[config.mk]
export PLATFORM = sky130hd
export DESIGN_NAME = invader_grid_flat
export DESIGN_NICKNAME = d
export VERILOG_FILES = /design/src/rtl/invader_grid_if.sv /design/src/rtl/invader_grid.sv /design/src/flat_wrapper.sv
export SDC_FILE = /design/constraint.sdc
export NUM_CORES = 1
export LEC_CHECK = 0
export ABC_AREA = 1
export ABC_CLOCK_PERIOD_IN_PS = 8600
export CAP_MARGIN = 20
export CORE_MARGIN = 8
export CORE_UTILIZATION = 60
export DETAILED_ROUTE_END_ITERATION = 12
export PLACE_DENSITY = 0.84
export SLEW_MARGIN = 15
export SYNTH_ARGS = -nofsm -noshare
export SYNTH_HDL_FRONTEND = slang
export SYNTH_SLANG_ARGS = --single-unit
[constraint.sdc]
create_clock -name clk -period 8.6 [get_ports clk]
set_input_delay 1.72 -clock clk [delete_from_list [all_inputs] [get_ports clk]]
set_output_delay 1.72 -clock clk [all_outputs]
set_load 0.03 [all_outputs]
[src/rtl/invader_grid_if.sv]
// Video-position, control and status bundle between the VGA timing/game logic
// and the invader formation block.
`timescale 1ns/1ps
interface invader_grid_if;
  logic [9:0] hpos;
  logic [9:0] vpos;
  logic       display_on;
  logic       start;
  logic       kill_valid;
  logic [1:0] kill_row;
  logic [2:0] kill_col;
  logic       pixel_on;
  logic       frame_tick;
  logic [9:0] formation_x;
  logic [9:0] formation_y;
  logic [5:0] alive_count;
  logic       all_dead;
  logic       landed;

  modport master (
    output hpos, vpos, display_on, start, kill_valid, kill_row, kill_col,
    input  pixel_on, frame_tick, formation_x, formation_y, alive_count,
           all_dead, landed
  );

  modport slave (
    input  hpos, vpos, display_on, start, kill_valid, kill_row, kill_col,
    output pixel_on, frame_tick, formation_x, formation_y, alive_count,
           all_dead, landed
  );
endinterface

[src/rtl/invader_grid.sv]
// 4x8 alien formation: marches once per step period during vblank, takes kill
// requests, and renders a registered per-pixel alien mask.
`timescale 1ns/1ps
module invader_grid #(
  parameter int START_X      = 64,
  parameter int START_Y      = 48,
  parameter int STEP_X       = 4,
  parameter int STEP_Y       = 8,
  parameter int LEFT_LIMIT   = 8,
  parameter int RIGHT_LIMIT  = 632,
  parameter int BOTTOM_LIMIT = 440
) (
  input  logic           clk,
  input  logic           rst_n,
  invader_grid_if.slave  bus
);
  localparam int ROWS = 4;
  localparam int COLS = 8;
  localparam logic [63:0] FRAME_A = 64'h183C_7EDB_FF24_5AA5;
  localparam logic [63:0] FRAME_B = 64'h183C_7EDB_FF5A_8142;

  localparam logic [1:0] S_WAIT    = 2'd0;
  localparam logic [1:0] S_MOVE    = 2'd1;
  localparam logic [1:0] S_CLEARED = 2'd2;
  localparam logic [1:0] S_LANDED  = 2'd3;

  localparam logic [9:0]  P_X0  = 10'(START_X);
  localparam logic [9:0]  P_Y0  = 10'(START_Y);
  localparam logic [9:0]  P_SX  = 10'(STEP_X);
  localparam logic [9:0]  P_SY  = 10'(STEP_Y);
  localparam logic [10:0] P_SXW = 11'(STEP_X);
  localparam logic [10:0] P_LL  = 11'(LEFT_LIMIT);
  localparam logic [10:0] P_RL  = 11'(RIGHT_LIMIT);
  localparam logic [10:0] P_BL  = 11'(BOTTOM_LIMIT);

  logic [31:0] r_alive;
  logic [5:0]  r_count;
  logic [5:0]  r_frame_cnt;
  logic [1:0]  r_state;
  logic [9:0]  r_x, r_y;
  logic        r_dir, r_anim, r_tick, r_pixel;

  // Formation extents over live aliens
  logic [7:0] w_col_any;
  logic [3:0] w_row_any;
  logic [2:0] w_lc, w_rc;
  logic [1:0] w_br;

  always_comb begin
    w_col_any = '0;
    w_row_any = '0;
    w_lc = '0;
    w_rc = '0;
    w_br = '0;
    for (int c = 0; c < COLS; c++)
      w_col_any[c] = r_alive[c] | r_alive[8+c] | r_alive[16+c] | r_alive[24+c];
    for (int r = 0; r < ROWS; r++)
      w_row_any[r] = |r_alive[r*8 +: 8];
    for (int c = COLS-1; c >= 0; c--)
      if (w_col_any[c]) w_lc = 3'(c);
    for (int c = 0; c < COLS; c++)
      if (w_col_any[c]) w_rc = 3'(c);
    for (int r = 0; r < ROWS; r++)
      if (w_row_any[r]) w_br = 2'(r);
  end

  // March step: bound checks in 11 bits so nothing wraps near the screen edge
  logic [10:0] w_redge, w_ledge, w_bot;
  logic        w_desc, w_land;
  logic [9:0]  w_nx, w_ny;

  assign w_redge = {1'b0, r_x} + {3'b0, w_rc, 5'b0} + 11'd16 + P_SXW;
  assign w_ledge = {1'b0, r_x} + {3'b0, w_lc, 5'b0};
  assign w_desc  = r_dir ? (w_ledge < P_LL + P_SXW) : (w_redge > P_RL);
  assign w_ny    = w_desc ? r_y + P_SY : r_y;
  assign w_nx    = w_desc ? r_x : (r_dir ? r_x - P_SX : r_x + P_SX);
  assign w_bot   = {1'b0, w_ny} + {4'b0, w_br, 5'b0} + 11'd16;
  assign w_land  = w_bot >= P_BL;

  logic [6:0] w_period, w_cnt_nx;
  assign w_period = 7'd1 + {2'b0, r_count[5:1]};
  assign w_cnt_nx = {1'b0, r_frame_cnt} + 7'd1;

  logic [4:0] w_kidx;
  logic       w_kill;
  assign w_kidx = {bus.kill_row, bus.kill_col};
  assign w_kill = bus.kill_valid && r_alive[w_kidx];

  // Renderer works on half-resolution offsets: bit 0 of dx/dy is the x2 scale
  logic [8:0] w_dxh, w_dyh;
  logic [4:0] w_idx;
  logic [63:0] w_bmp;
  logic [7:0] w_bits;
  logic       w_in, w_hit;

  assign w_dxh  = 9'((bus.hpos - r_x) >> 1);
  assign w_dyh  = 9'((bus.vpos - r_y) >> 1);
  assign w_in   = (bus.hpos >= r_x) && (bus.vpos >= r_y) &&
                  (w_dxh[8:7] == 2'b0) && !w_dxh[3] &&
                  (w_dyh[8:6] == 3'b0) && !w_dyh[3];
  assign w_idx  = {w_dyh[5:4], w_dxh[6:4]};
  assign w_bmp  = r_anim ? FRAME_B : FRAME_A;
  assign w_bits = w_bmp[{~w_dyh[2:0], 3'b000} +: 8];
  assign w_hit  = w_in && r_alive[w_idx] && w_bits[~w_dxh[2:0]];

  always_ff @(posedge clk or negedge rst_n) begin
    if (!rst_n) begin
      r_alive     <= '1;
      r_count     <= 6'd32;
      r_frame_cnt <= '0;
      r_state     <= S_WAIT;
      r_x         <= P_X0;
      r_y         <= P_Y0;
      r_dir       <= 1'b0;
      r_anim      <= 1'b0;
      r_tick      <= 1'b0;
      r_pixel     <= 1'b0;
    end else if (bus.start) begin
      r_alive     <= '1;
      r_count     <= 6'd32;
      r_frame_cnt <= '0;
      r_state     <= S_WAIT;
      r_x         <= P_X0;
      r_y         <= P_Y0;
      r_dir       <= 1'b0;
      r_anim      <= 1'b0;
      r_tick      <= 1'b0;
      r_pixel     <= 1'b0;
    end else begin
      r_tick  <= (bus.hpos == 10'd0) && (bus.vpos == 10'd480);
      r_pixel <= w_hit && bus.display_on;
      case (r_state)
        S_WAIT: if (r_tick) begin
          if (w_cnt_nx >= w_period) begin
            r_frame_cnt <= '0;
            r_state     <= S_MOVE;
          end else begin
            r_frame_cnt <= w_cnt_nx[5:0];
          end
        end
        S_MOVE: begin
          r_x     <= w_nx;
          r_y     <= w_ny;
          r_anim  <= ~r_anim;
          if (w_desc) r_dir <= ~r_dir;
          r_state <= w_land ? S_LANDED : S_WAIT;
        end
        default: ;
      endcase
      // Last kill overrides whatever the march decided this cycle
      if (w_kill) begin
        r_alive[w_kidx] <= 1'b0;
        r_count         <= r_count - 6'd1;
        if (r_count == 6'd1 && (r_state == S_WAIT || r_state == S_MOVE))
          r_state <= S_CLEARED;
      end
    end
  end

  assign bus.pixel_on    = r_pixel;
  assign bus.frame_tick  = r_tick;
  assign bus.formation_x = r_x;
  assign bus.formation_y = r_y;
  assign bus.alive_count = r_count;
  assign bus.all_dead    = (r_state == S_CLEARED);
  assign bus.landed      = (r_state == S_LANDED);
endmodule

[src/flat_wrapper.sv]
// flat-port wrapper written by rule: the top's interface ports become plain ports
module invader_grid_flat 
#(
  parameter int START_X      = 64,
  parameter int START_Y      = 48,
  parameter int STEP_X       = 4,
  parameter int STEP_Y       = 8,
  parameter int LEFT_LIMIT   = 8,
  parameter int RIGHT_LIMIT  = 632,
  parameter int BOTTOM_LIMIT = 440
)
  (clk, rst_n, bus_hpos, bus_vpos, bus_display_on, bus_start, bus_kill_valid, bus_kill_row, bus_kill_col, bus_pixel_on, bus_frame_tick, bus_formation_x, bus_formation_y, bus_alive_count, bus_all_dead, bus_landed);
  invader_grid_if bus_i ();
  input  logic clk;
  input  logic rst_n;
  input wire logic [$bits(bus_i.hpos)-1:0] bus_hpos;
  input wire logic [$bits(bus_i.vpos)-1:0] bus_vpos;
  input wire logic [$bits(bus_i.display_on)-1:0] bus_display_on;
  input wire logic [$bits(bus_i.start)-1:0] bus_start;
  input wire logic [$bits(bus_i.kill_valid)-1:0] bus_kill_valid;
  input wire logic [$bits(bus_i.kill_row)-1:0] bus_kill_row;
  input wire logic [$bits(bus_i.kill_col)-1:0] bus_kill_col;
  output wire logic [$bits(bus_i.pixel_on)-1:0] bus_pixel_on;
  output wire logic [$bits(bus_i.frame_tick)-1:0] bus_frame_tick;
  output wire logic [$bits(bus_i.formation_x)-1:0] bus_formation_x;
  output wire logic [$bits(bus_i.formation_y)-1:0] bus_formation_y;
  output wire logic [$bits(bus_i.alive_count)-1:0] bus_alive_count;
  output wire logic [$bits(bus_i.all_dead)-1:0] bus_all_dead;
  output wire logic [$bits(bus_i.landed)-1:0] bus_landed;
  assign bus_i.hpos = bus_hpos;
  assign bus_i.vpos = bus_vpos;
  assign bus_i.display_on = bus_display_on;
  assign bus_i.start = bus_start;
  assign bus_i.kill_valid = bus_kill_valid;
  assign bus_i.kill_row = bus_kill_row;
  assign bus_i.kill_col = bus_kill_col;
  assign bus_pixel_on = bus_i.pixel_on;
  assign bus_frame_tick = bus_i.frame_tick;
  assign bus_formation_x = bus_i.formation_x;
  assign bus_formation_y = bus_i.formation_y;
  assign bus_alive_count = bus_i.alive_count;
  assign bus_all_dead = bus_i.all_dead;
  assign bus_landed = bus_i.landed;
  invader_grid #(.START_X(START_X), .START_Y(START_Y), .STEP_X(STEP_X), .STEP_Y(STEP_Y), .LEFT_LIMIT(LEFT_LIMIT), .RIGHT_LIMIT(RIGHT_LIMIT), .BOTTOM_LIMIT(BOTTOM_LIMIT)) u_core (.clk(clk), .rst_n(rst_n), .bus(bus_i));
endmodule
==> results of run 1 <==
==> cell families (layout without fill, tap and decap cells) <==
| kind of cell | Yosys count | after routing | synth area share (%) |
|---|---|---|---|
| xor gates and xnor gates | 24 | 24 | 3.82 |
| AOI/OAI and AO/OA | 175 | 175 | 17.8 |
| and+or+nand+nor | 328 | 328 | 25.8 |
| DFF | 65 | 65 | 29.3 |
| buffers and inverters | 155 | 209 | 10.9 |
| other | 2 | 9 | 0.132 |
| adders and majority gates | 54 | 54 | 12.2 |
==> final timing paths <==
check / from / endpoint / slack (ns) / depth (start not counted)
min in group asynchronous: rst_n / u_core.bus.formation_x[3]$_DFFE_PN0P_ / 1.17 / 1
worst min-delay path: u_core.r_alive[30]$_DFFE_PN1P_ / u_core.r_alive[30]$_DFFE_PN1P_ / 0.49 / 2
max in group asynchronous: rst_n / u_core.bus.formation_y[3]$_DFFE_PN0P_ / 6.44 / 2
worst max register to register: u_core.r_alive[20]$_DFFE_PN1P_ / u_core.r_state[1]$_DFF_PN0_ / 3.80 / 25
worst min register to register: u_core.r_alive[30]$_DFFE_PN1P_ / u_core.r_alive[30]$_DFFE_PN1P_ / 0.49 / 2
worst max-delay path: u_core.r_alive[20]$_DFFE_PN1P_ / u_core.r_state[1]$_DFF_PN0_ / 3.80 / 25
==> metrics by stage <==
step	hold WS, ns	instances	instance area (µm²)	total power, mW
floorplan	0.461	810	5730	0.502
global placement	0.469	977	6330	0.572
detailed placement	0.479	977	6330	0.579
CTS	0.493	993	6530	0.849
global route	0.502	993	6530	0.897
finish	0.492	993	6530	0.849
==> report_power, final <==
group | internal (mW) | leakage, nW | switching [mW]
sequential | 0.317 | 0.778 | 0.0159
combinational | 0.0904 | 2.31 | 0.155
clock | 0.136 | 0.100 | 0.134
==> critical path, delay by kind of cell, from the launching register on <==
family,cells,cell delay [ns]
AO/OA/AOI/OAI,4,0.70
XOR/XNOR,1,0.20
adder cells (fa/ha/maj),3,1.15
buffers and inverters,3,0.21
flip-flops,1,0.38
AND/OR/NAND/NOR,14,2.06
==> placed cells by master, fill, tap and decap left out, types with 3 or more instances in the layout <==
cell type,n
a211oi_1,3
a21oi_1,33
a22oi_1,5
clkbuf_8,9
clkdlybuf4s50_1,53
conb_1,9
dfrtp_1,29
dfstp_2,36
fa_1,3
ha_1,51
inv_1,132
inv_2,4
nand2_1,164
nand2_2,3
nand2_4,3
nand3_1,58
nand3_2,3
nand4_1,14
nor2_1,45
nor3_1,13
nor4_1,14
o211ai_1,16
o21ai_0,73
o21ai_1,11
o221ai_1,3
o22ai_1,16
xnor2_1,3
xor2_1,20
==> flip-flops by register name, summed over array words and instances, names as in the netlist, 2 cells and up <==
register,cells
u_core.r_state,2
u_core.bus.alive_count,6
u_core.bus.formation_x,8
u_core.r_alive,32
u_core.bus.formation_y,7
u_core.r_frame_cnt,6
==> final cells by class <==
class	count	area, µm²
Multi-Input combinational cell	590	3430
Sequential cell	65	1670
Clock buffer	9	124
Inverter	137	514
Timing Repair Buffer	56	551
Fill cell	774	2710
Tap cell	129	161
Clock inverter	7	77.6
==> cells in the mapped netlist (6+ instances only) <==
cell / n / area [µm²]
nand4_1: 14 / 87.6
xor2_1: 20 / 175
buf_2: 6 / 30.0
ha_1: 51 / 638
inv_1: 132 / 495
o21ai_0: 73 / 365
o211ai_1: 16 / 120
nand3_1: 58 / 290
nor3_1: 13 / 65.1
nor4_1: 14 / 87.6
dfrtp_1: 29 / 726
o22ai_1: 16 / 100
nand2_1: 164 / 616
nor2_1: 45 / 169
dfstp_2: 36 / 946
o21ai_1: 11 / 55.1
a21oi_1: 33 / 165
==> layer usage <==
layer	wire, µm	part of all wire [%]
met2	7850	47
met4	448	2.7
met3	1030	6.2
met5	0	0
met1	7300	44
==> flow_summary_export.csv, run 1 <==
group,metric,value,unit
floorplanning,core,0.00924,mm²
logic_synthesis,ys_warn_count,0,
run,max-cap-violations,0,
clock_tree,cts_hold_buf,0,
routing,dr_total_vias,5833,
finish,fin_nets,943,
global_route,busiest_layer,"met2",
global_route,grt_overflow_total,0,
routing,via_per_inst,5.87,
logic_synthesis,synthCells,803,
clock_tree,cts_setup_buffers,0,
routing,ant_nets,0,
floorplanning,row_count,35,
clock_tree,cts_max_level,3,
global_route,grtUsageMet3,3.65,%
clock_tree,clk_latency,0.34,ns
sta,finalHoldViolations,0,
critical_path,cp-end-kind,"flop",
critical_path,critical_path_class,"reg2reg",
pwr,irDropWorstVdd,88.8,µV
clock_tree,cts_resized,0,
finish,layout-drive-gt1-share,8.56,%
clock_tree,clkTransAtPathRegs,0.08,ns
floorplanning,die_w,114,µm
placed_design,place.gp.congestion,0.953,
sta,rsz0062_at_grt,"false",
sta,skew,0.0115,ns
placed_design,portBuffers,54,
sta,finalSetupViolCount,0,
finish,post-route-util,70.7,%
clock_tree,cts_buffer_depth,2,
global_route,grt_pass1_vias,5679,
clock_tree,clockRootBuffer,"clkbuf_8",
global_route,grtUsageTotal,26.3,%
floorplanning,dieArea,0.0129,mm²
sta,slew_violations,0,
critical_path,cp.arrival,5.04,ns
sta,max_slew_margin,43.9,%
status,outcome,"completed",
critical_path,cp.required,8.83,ns
finish,syn_to_final_growth,14.5,%
global_route,grtUsageMet1,34.2,%
logic_synthesis,synth_edf_count,0,
logic_synthesis,synth-main-ff-cell,"dfstp_2",
floorplanning,io_pins,60,
worst_hold_path,hold_path.class,"reg2reg",
clock_tree,clkSinkCount,65,
sta,max_freq,208,MHz
clock_tree,cts_tree,"yes",
sta,layout_setup_ws,3.80,ns
routing,dr.pass1.iters,5,
pwr,cellPowerDensity,130,mW/mm²
global_route,grt_antenna_before_repair,0,
clock_tree,cts_made_buffers,9,
sta,worst_slew_pin_slew,0.840,ns
sta,tns,0,ns
global_route,grtUsageMet2,43.2,%
critical_path,worstSetupStartpointType,"flop",
global_route,grt_pass1_wl,27600,µm
pwr,leakagePower,3.19,nW
critical_path,worst_path_max_delay_cell,"nor4_1",
global_route,grt_max_degree,63,
routing,drt-total-wl,16600,µm
logic_synthesis,seq_area_frac_synth,29.3,%
logic_synthesis,syn_area,0.00570,mm²
finish,diodes,0,
logic_synthesis,syn_avg_cell_area,7.10,µm²
floorplanning,fp.dieH,114,µm
routing,avgRoutedWirePerCell,16.7,µm
floorplanning,initial_utilization,61.7,%
logic_synthesis,synth-seq-cells,65,
placed_design,hpwl,13100,µm
critical_path,crit_path_frequent_cell,"nand2_1",
critical_path,crit_fanout,12,
critical_path,max_stage_delay,0.51,ns
placed_design,post-place-ws,3.78,ns
routing,drc,0,
logic_synthesis,synthArstFlopShare,100,%
routing,drtIter0Drc,542,
sta,min_period,4.80,ns
logic_synthesis,ys_types,53,
sta,post-route-period-util,55.9,%
Note: power is estimated with default switching activity, not from simulation.
==> run 2: changes to the inputs <==
--- a/config.mk
+++ b/config.mk
@@ -6,12 +6,12 @@
 export NUM_CORES = 1
 export LEC_CHECK = 0
 export ABC_AREA = 1
-export ABC_CLOCK_PERIOD_IN_PS = 8600
+export ABC_CLOCK_PERIOD_IN_PS = 4500
 export CAP_MARGIN = 20
 export CORE_MARGIN = 8
-export CORE_UTILIZATION = 60
+export CORE_UTILIZATION = 58
 export DETAILED_ROUTE_END_ITERATION = 12
-export PLACE_DENSITY = 0.84
+export PLACE_DENSITY = 0.81
 export SLEW_MARGIN = 15
 export SYNTH_ARGS = -nofsm -noshare
 export SYNTH_HDL_FRONTEND = slang
==> constraint.sdc (replaced) <==
create_clock -name clk -period 4.5 [get_ports clk]
set_input_delay 0.9 -clock clk [delete_from_list [all_inputs] [get_ports clk]]
set_output_delay 0.9 -clock clk [all_outputs]
set_load 0.03 [all_outputs]
==> run 2 against run 1 <==
Maximum frequency grew 14%. Sequential power grew 91%. Setup slack lost 3.5 ns. Routed wire length grew 3.2%. Count of clock-buffer cells in the layout grew 1. Largest cell class unchanged.
==> flow_summary_export.csv, run 2 (synthesis results as in run 1) <==
group,metric,value,unit
critical_path,crit_fanout,7,
pwr,p_sw_share,33.7,%
pwr,irDropWorstVdd,149,µV
sta,worst_slew_pin_slew,0.811,ns
finish,regMostFlops,"u_core.r_alive",
sta,finalSetupViolCount,0,
finish,post-route-util,70.6,%
sta,post-route-period-util,93.3,%
routing,drt-total-wl,17200,µm
clock_tree,clkSinkCount,65,
pwr,pwr-share-seq,36.6,%
pwr,leakagePower,3.30,nW
clock_tree,clkTransAtPathRegs,0.08,ns
placed_design,place_inst,989,
routing,via_per_inst,5.84,
clock_tree,cts_hold_buf,0,
pwr,clkPwrFrac,35.8,%
sta,max_freq,238,MHz
routing,dr_total_vias,5889,
clock_tree,cts_made_buffers,9,
finish,final_common_cell,"nand2_1",
finish,fillers,813,
routing,avgRoutedWirePerCell,17.0,µm
sta,slew_violations,0,
finish,final_cell_mix,"nand2_1 (163), inv_1 (132), o21ai_0 (72)",
pwr,power_switching,0.586,mW
finish,diodes,0,
pwr,p_int,1.15,mW
floorplanning,core,0.00964,mm²
sta,skew,0.00979,ns
critical_path,worst_path_max_delay_cell,"fa_2",
routing,drtIter0Drc,591,
clock_tree,clk_latency,0.36,ns
global_route,grt_antenna_before_repair,0,
critical_path,worstSetupStartpointType,"flop",
global_route,grt_max_degree,49,
sta,min_period,4.20,ns
critical_path,crit_path_frequent_cell,"nand2_1",
floorplanning,row_count,36,
global_route,grt_overflow_total,0,
critical_path,cp.arrival,4.46,ns
worst_hold_path,hold_path.class,"reg2reg",
finish,stdcell_count,1008,
critical_path,cp.required,4.76,ns
pwr,cellPowerDensity,255,mW/mm²
floorplanning,dieArea,0.0133,mm²
placed_design,portBuffers,54,
routing,ant_nets,0,
sta,max_slew_margin,44.5,%
critical_path,cp-end-kind,"flop",
clock_tree,cts_tree,"yes",
floorplanning,io_pins,60,
global_route,grt_pass1_vias,5700,
global_route,grt_pass1_wl,27700,µm
clock_tree,cts_max_level,3,
finish,syn_to_final_growth,19.3,%
routing,dr.pass1.iters,6,
pwr,power_frac_comb,27.6,%
clock_tree,clockRootBuffer,"clkbuf_8",
floorplanning,fp.dieH,115,µm
sta,finalHoldViolations,0,
finish,largest_register_ff_count,32,
critical_path,critical_path_class,"reg2reg",
floorplanning,die_w,115,µm
status,outcome,"completed",
placed_design,hpwl,13100,µm
run,max-cap-violations,0,
placed_design,place.gp.congestion,0.969,
finish,fin_nets,954,
floorplanning,initial_utilization,59.2,%
critical_path,max_stage_delay,0.46,ns
routing,drc,0,
finish,layout-drive-gt1-share,11.8,%
clock_tree,cts_buffer_depth,2,
global_route,grtUsageTotal,26.4,%
run 2: changes by cell type in the layout (fill, tap and decap cells not counted), moves of 3 or more:
cell    before  now
nor4_1      14    6
nor4_2       0    6
buf_4        2   13
ha_1        51   48
run 2: metrics by stage:
| step | worst slack, ns | cell area, µm² | hold slack [ns] | total power [mW] | setup TNS, ns |
|---|---|---|---|---|---|
| after floorplan | 0.531 | 5730 | 0.461 | 0.960 | 0 |
| after global placement | 0.227 | 6400 | 0.472 | 1.10 | 0 |
| after detailed placement | 0.0129 | 6400 | 0.477 | 1.11 | 0 |
| after CTS | 0.0270 | 6650 | 0.490 | 1.74 | 0 |
| after global routing | -0.00653 | 6800 | 0.516 | 1.83 | -0.00653 |
| final | 0.300 | 6800 | 0.493 | 1.74 | 0 |
run 2: layer usage:
metal | GRT usage (%) | share of wire (%)
met1 | 32.8 | 42
met2 | 43.9 | 48
met3 | 4.04 | 6.9
met4 | 13.0 | 3.2
met5 | 0 | 0
run 2: final cells by class:
type / count / area (µm²) / share of cell area (%)
multi-input combinational: 590 / 3570 / 52.5
sequential: 65 / 1670 / 24.6
timing repair buffer: 67 / 633 / 9.31
inverter: 137 / 514 / 7.56
tap: 133 / 166 / 2.45
clock buffer: 10 / 128 / 1.88
clock inverter: 6 / 116 / 1.71
run 2: power by group through the flow:
stage                     logic [mW]  clock network (mW)  registers (mW)
after global placement         0.453                   0           0.644
after detailed placement       0.468                   0           0.645
final                          0.479               0.623           0.636
after CTS                      0.472               0.630           0.635
after global routing           0.533               0.654           0.640
after floorplan                0.295                   0           0.665
run 2: path summary, 6_finish.rpt:
check	start	endpoint	slack [ns]	depth (start not counted)
worst min-delay path	u_core.r_alive[29]$_DFFE_PN1P_	u_core.r_alive[29]$_DFFE_PN1P_	0.49	2
worst min register to register	u_core.r_alive[29]$_DFFE_PN1P_	u_core.r_alive[29]$_DFFE_PN1P_	0.49	2
min in group asynchronous	rst_n	u_core.bus.formation_x[4]$_DFFE_PN0P_	0.59	1
max in group asynchronous	rst_n	u_core.r_alive[1]$_DFFE_PN1P_	2.94	2
worst max-delay path	u_core.r_alive[26]$_DFFE_PN1P_	u_core.r_state[1]$_DFF_PN0_	0.30	32
worst max register to register	u_core.r_alive[26]$_DFFE_PN1P_	u_core.r_state[1]$_DFF_PN0_	0.30	32
run 2: what timing repair did:
action	in CTS	in global routing
pin swaps	0	3
setup buffers	0	3
setup endpoints to repair	2	2
gates resized for setup	1	24
run 2: worst max-delay path: cells and delay by family, from the launching register on:
| kind | cells | cell delay [ns] |
|---|---|---|
| AO/OA/AOI/OAI | 3 | 0.47 |
| adder cells (fa/ha/maj) | 2 | 0.71 |
| buffers and inverters | 5 | 0.51 |
| flip-flops | 1 | 0.39 |
| AND/OR/NAND/NOR | 22 | 2.01 |
